`src/rtl/edge_pkg.sv`:
```
// Shared definitions for the edge-detector result path: image geometry
// defaults, the dump/UART state encoding and the derived pixel count.
package edge_pkg;

    // Image geometry and BRAM address width shared with the edge detector.
    localparam int IMG_H   = 500;
    localparam int IMG_V   = 500;
    localparam int BRAM_AW = 18;
    localparam int NPIX    = IMG_H * IMG_V;

    // One encoding is shared by the dump sequencer (IDLE..LOAD, plus STOP
    // while the byte is on the wire) and the serialiser (IDLE, START..STOP).
    typedef enum logic [2:0] {
        IDLE,
        FETCH,
        WAIT,
        LOAD,
        START,
        DATA,
        STOP
    } state_t;

endpackage

```
`src/rtl/uart_tx_byte.sv`:
```
// 8N1 UART byte serialiser, LSB first, txd idles high.
// Ports: clk, rst_n (sync, active-high), tx_valid/tx_data in, tx_ready, txd out.
module uart_tx_byte
    import edge_pkg::*;
#(
    parameter int CLKS_PER_BIT = 868
) (
    input  logic       clk,
    input  logic       rst_n,
    input  logic       tx_valid,
    input  logic [7:0] tx_data,
    output logic       tx_ready,
    output logic       txd
);

    localparam int BW = (CLKS_PER_BIT > 1) ? $clog2(CLKS_PER_BIT) : 1;
    localparam logic [BW-1:0] LAST = BW'(CLKS_PER_BIT - 1);

    state_t          state;
    logic [7:0]      shreg;
    logic [BW-1:0]   baud_cnt;
    logic [2:0]      bit_cnt;
    logic            bit_end;

    assign bit_end = (baud_cnt == LAST);

    // Ready also in the last stop-bit cycle so the next byte can follow
    // without an extra idle cycle when the producer is waiting for it.
    assign tx_ready = (state == IDLE) || ((state == STOP) && bit_end);

    always_ff @(posedge clk) begin
        if (rst_n) begin
            state    <= IDLE;
            shreg    <= 8'h00;
            baud_cnt <= '0;
            bit_cnt  <= 3'd0;
            txd      <= 1'b1;
        end else begin
            case (state)
                IDLE: begin
                    txd <= 1'b1;
                    if (tx_valid) begin
                        shreg    <= tx_data;
                        txd      <= 1'b0;
                        baud_cnt <= '0;
                        state    <= START;
                    end
                end
                START: begin
                    if (bit_end) begin
                        baud_cnt <= '0;
                        bit_cnt  <= 3'd0;
                        txd      <= shreg[0];
                        state    <= DATA;
                    end else begin
                        baud_cnt <= baud_cnt + 1'b1;
                    end
                end
                DATA: begin
                    if (bit_end) begin
                        baud_cnt <= '0;
                        if (bit_cnt == 3'd7) begin
                            txd   <= 1'b1;
                            state <= STOP;
                        end else begin
                            shreg   <= shreg >> 1;
                            txd     <= shreg[1];
                            bit_cnt <= bit_cnt + 1'b1;
                        end
                    end else begin
                        baud_cnt <= baud_cnt + 1'b1;
                    end
                end
                STOP: begin
                    if (bit_end) begin
                        baud_cnt <= '0;
                        if (tx_valid) begin
                            shreg <= tx_data;
                            txd   <= 1'b0;
                            state <= START;
                        end else begin
                            state <= IDLE;
                        end
                    end else begin
                        baud_cnt <= baud_cnt + 1'b1;
                    end
                end
                default: begin
                    txd   <= 1'b1;
                    state <= IDLE;
                end
            endcase
        end
    end

endmodule

```
`src/rtl/result_uart_dump.sv`:
```
// Streams the result BRAM (pixels 0..H*V-1, raster order) out over UART 8N1
// once per rising edge of start. Optional macro BINARIZE_EN thresholds bytes.
// Ports: clk, rst_n (sync, active-high), start, addrb2/doutb2 (BRAM port B,
// 1-cycle read latency), txd, busy, done (one-cycle pulse at frame end).
module result_uart_dump
    import edge_pkg::*;
#(
    parameter int          H            = IMG_H,
    parameter int          V            = IMG_V,
    parameter int          AW           = BRAM_AW,
    parameter int          CLKS_PER_BIT = 868,
    parameter logic [7:0]  THRESH       = 8'd64
) (
    input  logic          clk,
    input  logic          rst_n,
    input  logic          start,
    output logic [AW-1:0] addrb2,
    input  logic [7:0]    doutb2,
    output logic          txd,
    output logic          busy,
    output logic          done
);

    localparam logic [AW-1:0] LAST_ADDR = AW'(H * V - 1);

    state_t     state;
    logic       start_q;
    logic       tx_valid;
    logic       tx_ready;
    logic [7:0] tx_data;

`ifdef BINARIZE_EN
    assign tx_data = (doutb2 >= THRESH) ? 8'hFF : 8'h00;
`else
    logic unused_thresh;
    assign unused_thresh = ^THRESH;
    assign tx_data       = doutb2;
`endif

    // LOAD hands the byte to the serialiser; its txd falls on that edge.
    assign tx_valid = (state == LOAD) && tx_ready;

    always_ff @(posedge clk) begin
        if (rst_n) begin
            state   <= IDLE;
            start_q <= 1'b0;
            addrb2  <= '0;
            busy    <= 1'b0;
            done    <= 1'b0;
        end else begin
            start_q <= start;
            done    <= 1'b0;
            case (state)
                IDLE: begin
                    if (start && !start_q) begin
                        addrb2 <= '0;
                        busy   <= 1'b1;
                        state  <= FETCH;
                    end
                end
                FETCH: state <= WAIT;
                WAIT:  state <= LOAD;
                LOAD: begin
                    if (tx_ready) begin
                        state <= STOP;
                    end
                end
                // Byte on the wire; tx_ready rises in its final stop cycle.
                STOP: begin
                    if (tx_ready) begin
                        if (addrb2 == LAST_ADDR) begin
                            busy  <= 1'b0;
                            done  <= 1'b1;
                            state <= IDLE;
                        end else begin
                            addrb2 <= addrb2 + 1'b1;
                            state  <= FETCH;
                        end
                    end
                end
                default: state <= IDLE;
            endcase
        end
    end

    uart_tx_byte #(
        .CLKS_PER_BIT (CLKS_PER_BIT)
    ) u_tx (
        .clk      (clk),
        .rst_n    (rst_n),
        .tx_valid (tx_valid),
        .tx_data  (tx_data),
        .tx_ready (tx_ready),
        .txd      (txd)
    );

endmodule

```
`config.mk`:
```
export PLATFORM = sky130hd
export DESIGN_NAME = result_uart_dump
export DESIGN_NICKNAME = d
export VERILOG_FILES = /design/src/rtl/edge_pkg.sv /design/src/rtl/uart_tx_byte.sv /design/src/rtl/result_uart_dump.sv
export SDC_FILE = /design/constraint.sdc
export NUM_CORES = 1
export LEC_CHECK = 0
export CAP_MARGIN = 10
export CORE_MARGIN = 5
export CORE_UTILIZATION = 35
export DETAILED_ROUTE_END_ITERATION = 6
export SYNTH_ARGS = -nofsm -noshare
export SYNTH_HDL_FRONTEND = slang
export SYNTH_SLANG_ARGS = --single-unit
```
`constraint.sdc`:
```
create_clock -name clk -period 2.4 [get_ports clk]
set_clock_uncertainty 0.1 [all_clocks]
set_input_delay 0.24 -clock clk [delete_from_list [all_inputs] [get_ports clk]]
set_output_delay 0.24 -clock clk [all_outputs]
set_load 0.02 [all_outputs]
```
Word-level counts from Yosys, hierarchy flattened

Cells that the tools add are included.

Register bits after elaboration: 49
Bits of input ports: 11
Output and inout bits: 21
Word-level logic and storage cells: 98

Add/sub/neg operators: 3
Equal/unequal tests: 22
Muxes and demuxes: 40
Bitwise gates (word level): 2
Reductions and logical operators: 21

Operators by type and width:

| kind                                                   | count |
|---|---|
| two-way mux 18 bit                                     | 3 |
| two-way mux 3 bit                                      | 12 |
| one-hot mux 18 bit (2 select lines)                    | 1 |
| two-way mux 8 bit                                      | 4 |
| one-hot mux 8 bit (3 select lines)                     | 1 |
| two-way mux 10 bit                                     | 2 |
| one-hot mux 10 bit (2 select lines)                    | 1 |
| AND reduction 4 bit                                    | 5 |
| adder 18 x 1 -> 18 bit (second input constant)         | 1 |
| equality test 18 bit (second input constant)           | 1 |
| inequality test 2 bit (second input constant)          | 8 |
| equality test 3 bit (second input constant)            | 5 |
| one-hot mux 3 bit (5 select lines)                     | 1 |
| one-hot mux 3 bit (4 select lines)                     | 1 |
| two-way mux 1 bit                                      | 11 |
| adder 10 x 1 -> 10 bit (second input constant)         | 1 |
| equality test 10 bit (second input constant)           | 1 |
| inequality test 2 x 1 -> 1 bit (second input constant) | 4 |
| equality test 3 x 2 -> 1 bit (second input constant)   | 2 |
| logical NOT 3 bit                                      | 2 |
| one-hot mux 3 bit (2 select lines)                     | 1 |
| nonzero test 2 bit                                     | 3 |
| OR reduction 3 bit                                     | 2 |
| AND reduction 5 bit                                    | 1 |
| other kinds (11)                                       | 14 |

Depth between registers and ports, before layout

Depth after elaboration: 7
Gate-level depth with buffers: 8
Gate-level depth less buffers: 7

Hierarchy

A second synthesis with hierarchy kept.

Cells, all modules: 304
Area, all modules: 2636.3 µm²

Modules (own cells, without submodules):

| module           | times used | cells an instance | area each (µm²) | sequential area each (µm²) |
|---|---|---|---|---|
| result_uart_dump | 1          | 155               | 1321.3          | 480.5 |
| uart_tx_byte     | 1          | 149               | 1315.0          | 500.5 |

Worst setup path after synthesis

OpenSTA, ideal clock, no wires.

Kind: register to register
Start point: register addrb2[0]
End point: register addrb2[1]
Setup time: 128 ps
Arrival time: 2228 ps
Required time: 2172 ps
Setup slack: -56 ps
Cell stages (with the launch flop): 9
Path buffers: 1
Period minus slack after synthesis: 2456 ps
Path through: dfxtp_1 ha_1 nand3_2 or4_4 or3_4 nand3_4 buf_12 mux2i_1 nor2_1

Word-level cells in the longest chain between the ends: 4
Elaborated cells on any way between the ends: 7
Those cells by class: add/sub: 1; eq/ne: 2; mux: 3; reduce/logical: 1

Ends and longest elaborated chain:

| element                             | line                   | RTL |
|---|---|---|
| start, declared                     | result_uart_dump.sv:17 | `output logic [AW-1:0] addrb2,` |
| start signal, assigned              | result_uart_dump.sv:76 | `addrb2 <= addrb2 + 1'b1;` |
| adder 18 x 1 -> 18 bit              | result_uart_dump.sv:76 |  |
| two-way mux 18 bit                  | result_uart_dump.sv:71 | `if (addrb2 == LAST_ADDR) begin` |
| two-way mux 18 bit                  | result_uart_dump.sv:70 | `if (tx_ready) begin` |
| one-hot mux 18 bit (2 select lines) | result_uart_dump.sv:53 | `case (state)` |

Several ways; a longest one is shown, not always the timed one. The select of a mux whose other input is x is not followed.
A chain may end at the register's enable or synchronous reset.

Final worst setup path

Start point: register addrb2[1]
End point: register addrb2[1]

The elaborated chain is that of the path after synthesis.

==> flow_summary.toml <==
[floorplan]
core-area_um2 = 7250
die_area_um2 = 9230
die_w_um = 96.1
io_pins = 32
rows = 31
die_h_um = 96.1
start_util_pct = 35.8

[synth]
synth_flop_cell = "dfxtp_1"
synth_seq_cells = 49
synth_top_family_by_area = "simple AND/OR/NAND/NOR gates"
ys_seq_area_share_pct = 37.8
synth_area_leaders = "dfxtp_1 (38%), nor2_1 (5.1%), xor2_1 (3.7%)"
synth_top_area_share_pct = 37.8
synth-warning-count = 0
synth-compound-area-share_pct = 15.8
synth.cell_area_um2 = 2590
synth_mux_area_share_pct = 1.54
synth_xor_area_share_pct = 4.05
syn_inst = 299
synthSimpleGateAreaFrac_pct = 34.6
yosys.area_share.adder_pct = 1.93
synth_top_cell_by_area = "dfxtp_1"
syn_nets = 314
synth_cell_types = 61
synth.avg_cell_area_um2 = 8.67
async_reset_ff_share_pct = 0
synth_edf_count = 0

[power_and_ir_drop]
ir_drop_v = 0.000300
powerDensity_nw_per_um2 = 645
p_total_mw = 2.08
total_leakage_power_nw = 1.16

[sta]
min_period_ps = 2300
worstMarginPinSlew_ps = 595
setup_viol = 0
rsz0062_at_grt = "false"
fmaxAchievable_mhz = 434
relSlewSlack_pct = 60.3
worst_slack_ps = 97.7
timing.hold.ws_ps = 359
setup_tns_ps = 0
fin_crit_sh_pct = 95.9
timing.final.hold_violations = 0
final_max_slew_viol_count = 0

[global_route]
grt_pass1_wl_um = 10000
grt_max_degree = 27
grtUsageMet2_pct = 21.6
grt_pass1_vias = 2251
overflow = 0
antenna_found_initial = 0
grt_use_total_pct = 13.5
busiest_layer = "met2"
use_met1_pct = 17.3
met3_usage_pct = 3.44

[placed_design]
dp.cells = 437
portBuffers = 31
pre_cts_ws_ps = 66.3
dp_hpwl_um = 4140
dpl_cell_area_um2 = 3110
gp_congestion = 0.821

[critical_path]
ff2ff_path_depth = 8
path_class = "flop to flop"
worstPathMaxFanout = 8
critPathRequiredTime_ps = 2490
cp_data_arrival_time_ps = 2400
worstSetupEndpointType = "flop"
critPathLaunchType = "flop"

[detailed_routing]
vias_per_cell = 5.20
avgRoutedWirePerCell_um = 12.8
first_pass_iters = 4
route.detailed.drc = 0
drtIter0Drc = 86
wirelength_um = 5750
route.vias.total = 2333
postRouteAntennaNets = 0

[clock_network]
cts.sinks = 49
cts_setup_buffers = 0
numCtsBuffers = 5
cts_hold_buf = 0
clk_pin_slew_ps = 90
worstSkewPairLatency_ps = 300
cts_max_level = 2
cts_resized = 0
cts_tree = "yes"
cts_buffer_depth = 2
clockRootBuffer = "clkbuf_8"

[finish]
drive_above_1_share_pct = 18.3
final_common_cell = "dfxtp_1"
final_core_util_pct = 44.4
final_cell_mix = "dfxtp_1 (47), nor2_1 (35), clkdlybuf4s50_1 (31), buf_4 (28), nand2_1 (25)"
final_cells = 449
antenna_cells = 0
fin_area_um2 = 3220
areaGrowthSynthToFinish_pct = 24.2
fin_nets = 364

[hold_path]
hold_depth = 2
hp-class = "flop to flop"

[status]
run_status = "completed"

[job]
cap_violations = 0
[synth_stat cells, types with 5 or more instances]
master    instances
clkbuf_1         10
nand3_1          18
o21ai_0          10
nor3_1            5
nand4_1          11
or3_1            10
a311oi_1          6
nand2_1          25
nor2_1           35
xor2_1           11
dfxtp_1          49
a21oi_1          19
o21ai_1           8
[area by class of cell]
type                       instances  area [um^2]
clock buffer                       6         72.6
clock inverter                     2         10.0
fill                             731         4030
inverter                           2         7.51
multi-input combinational        232         1500
sequential                        49          983
tap                               99          124
timing repair buffer              59          520
[state kept, by name, indices dropped and copies added, names as in the netlist, 3 cells and up]
register / count
u_tx.state: 3
addrb2: 18
u_tx.baud_cnt: 10
u_tx.shreg: 8
u_tx.bit_cnt: 3
state: 3
[path summary, 6_finish.rpt]
kind | endpoint | start | slack, ps
worst min register to register | u_tx.shreg[7] | u_tx.shreg[7] | 360
worst max-delay path | addrb2[1] | addrb2[1] | 100
worst max register to register | addrb2[1] | addrb2[1] | 100
worst min-delay path | u_tx.shreg[7] | u_tx.shreg[7] | 360
[layer usage]
metal  up-vias  routed length, um
met5         -                  0
met4         0                 95
met3        10                253
met2        47               2650
met1      1084               2750
li1       1192                  -
[kinds of logic after synthesis]
kind of cell,count (synthesis)
AOI/OAI and AO/OA,60
xor gates and xnor gates,12
adders and majority gates,4
buffers and inverters,18
DFF,49
muxes,4
and+or+nand+nor,152
[where the power goes]
group	internal [mW]	switching, mW
combinational	0.301	0.325
clock	0.203	0.274
sequential	0.891	0.0837
total	1.39	0.682
[critical path: stages (launching register included)]
cell and delay (ps):
dfxtp_2 370, ha_1 190, nand3_2 90, or4_4 500
or3_4 420, nand3_4 140, buf_4 160, mux2i_1 170
nor2_1 50
Power figures use the tool's default switching activity.
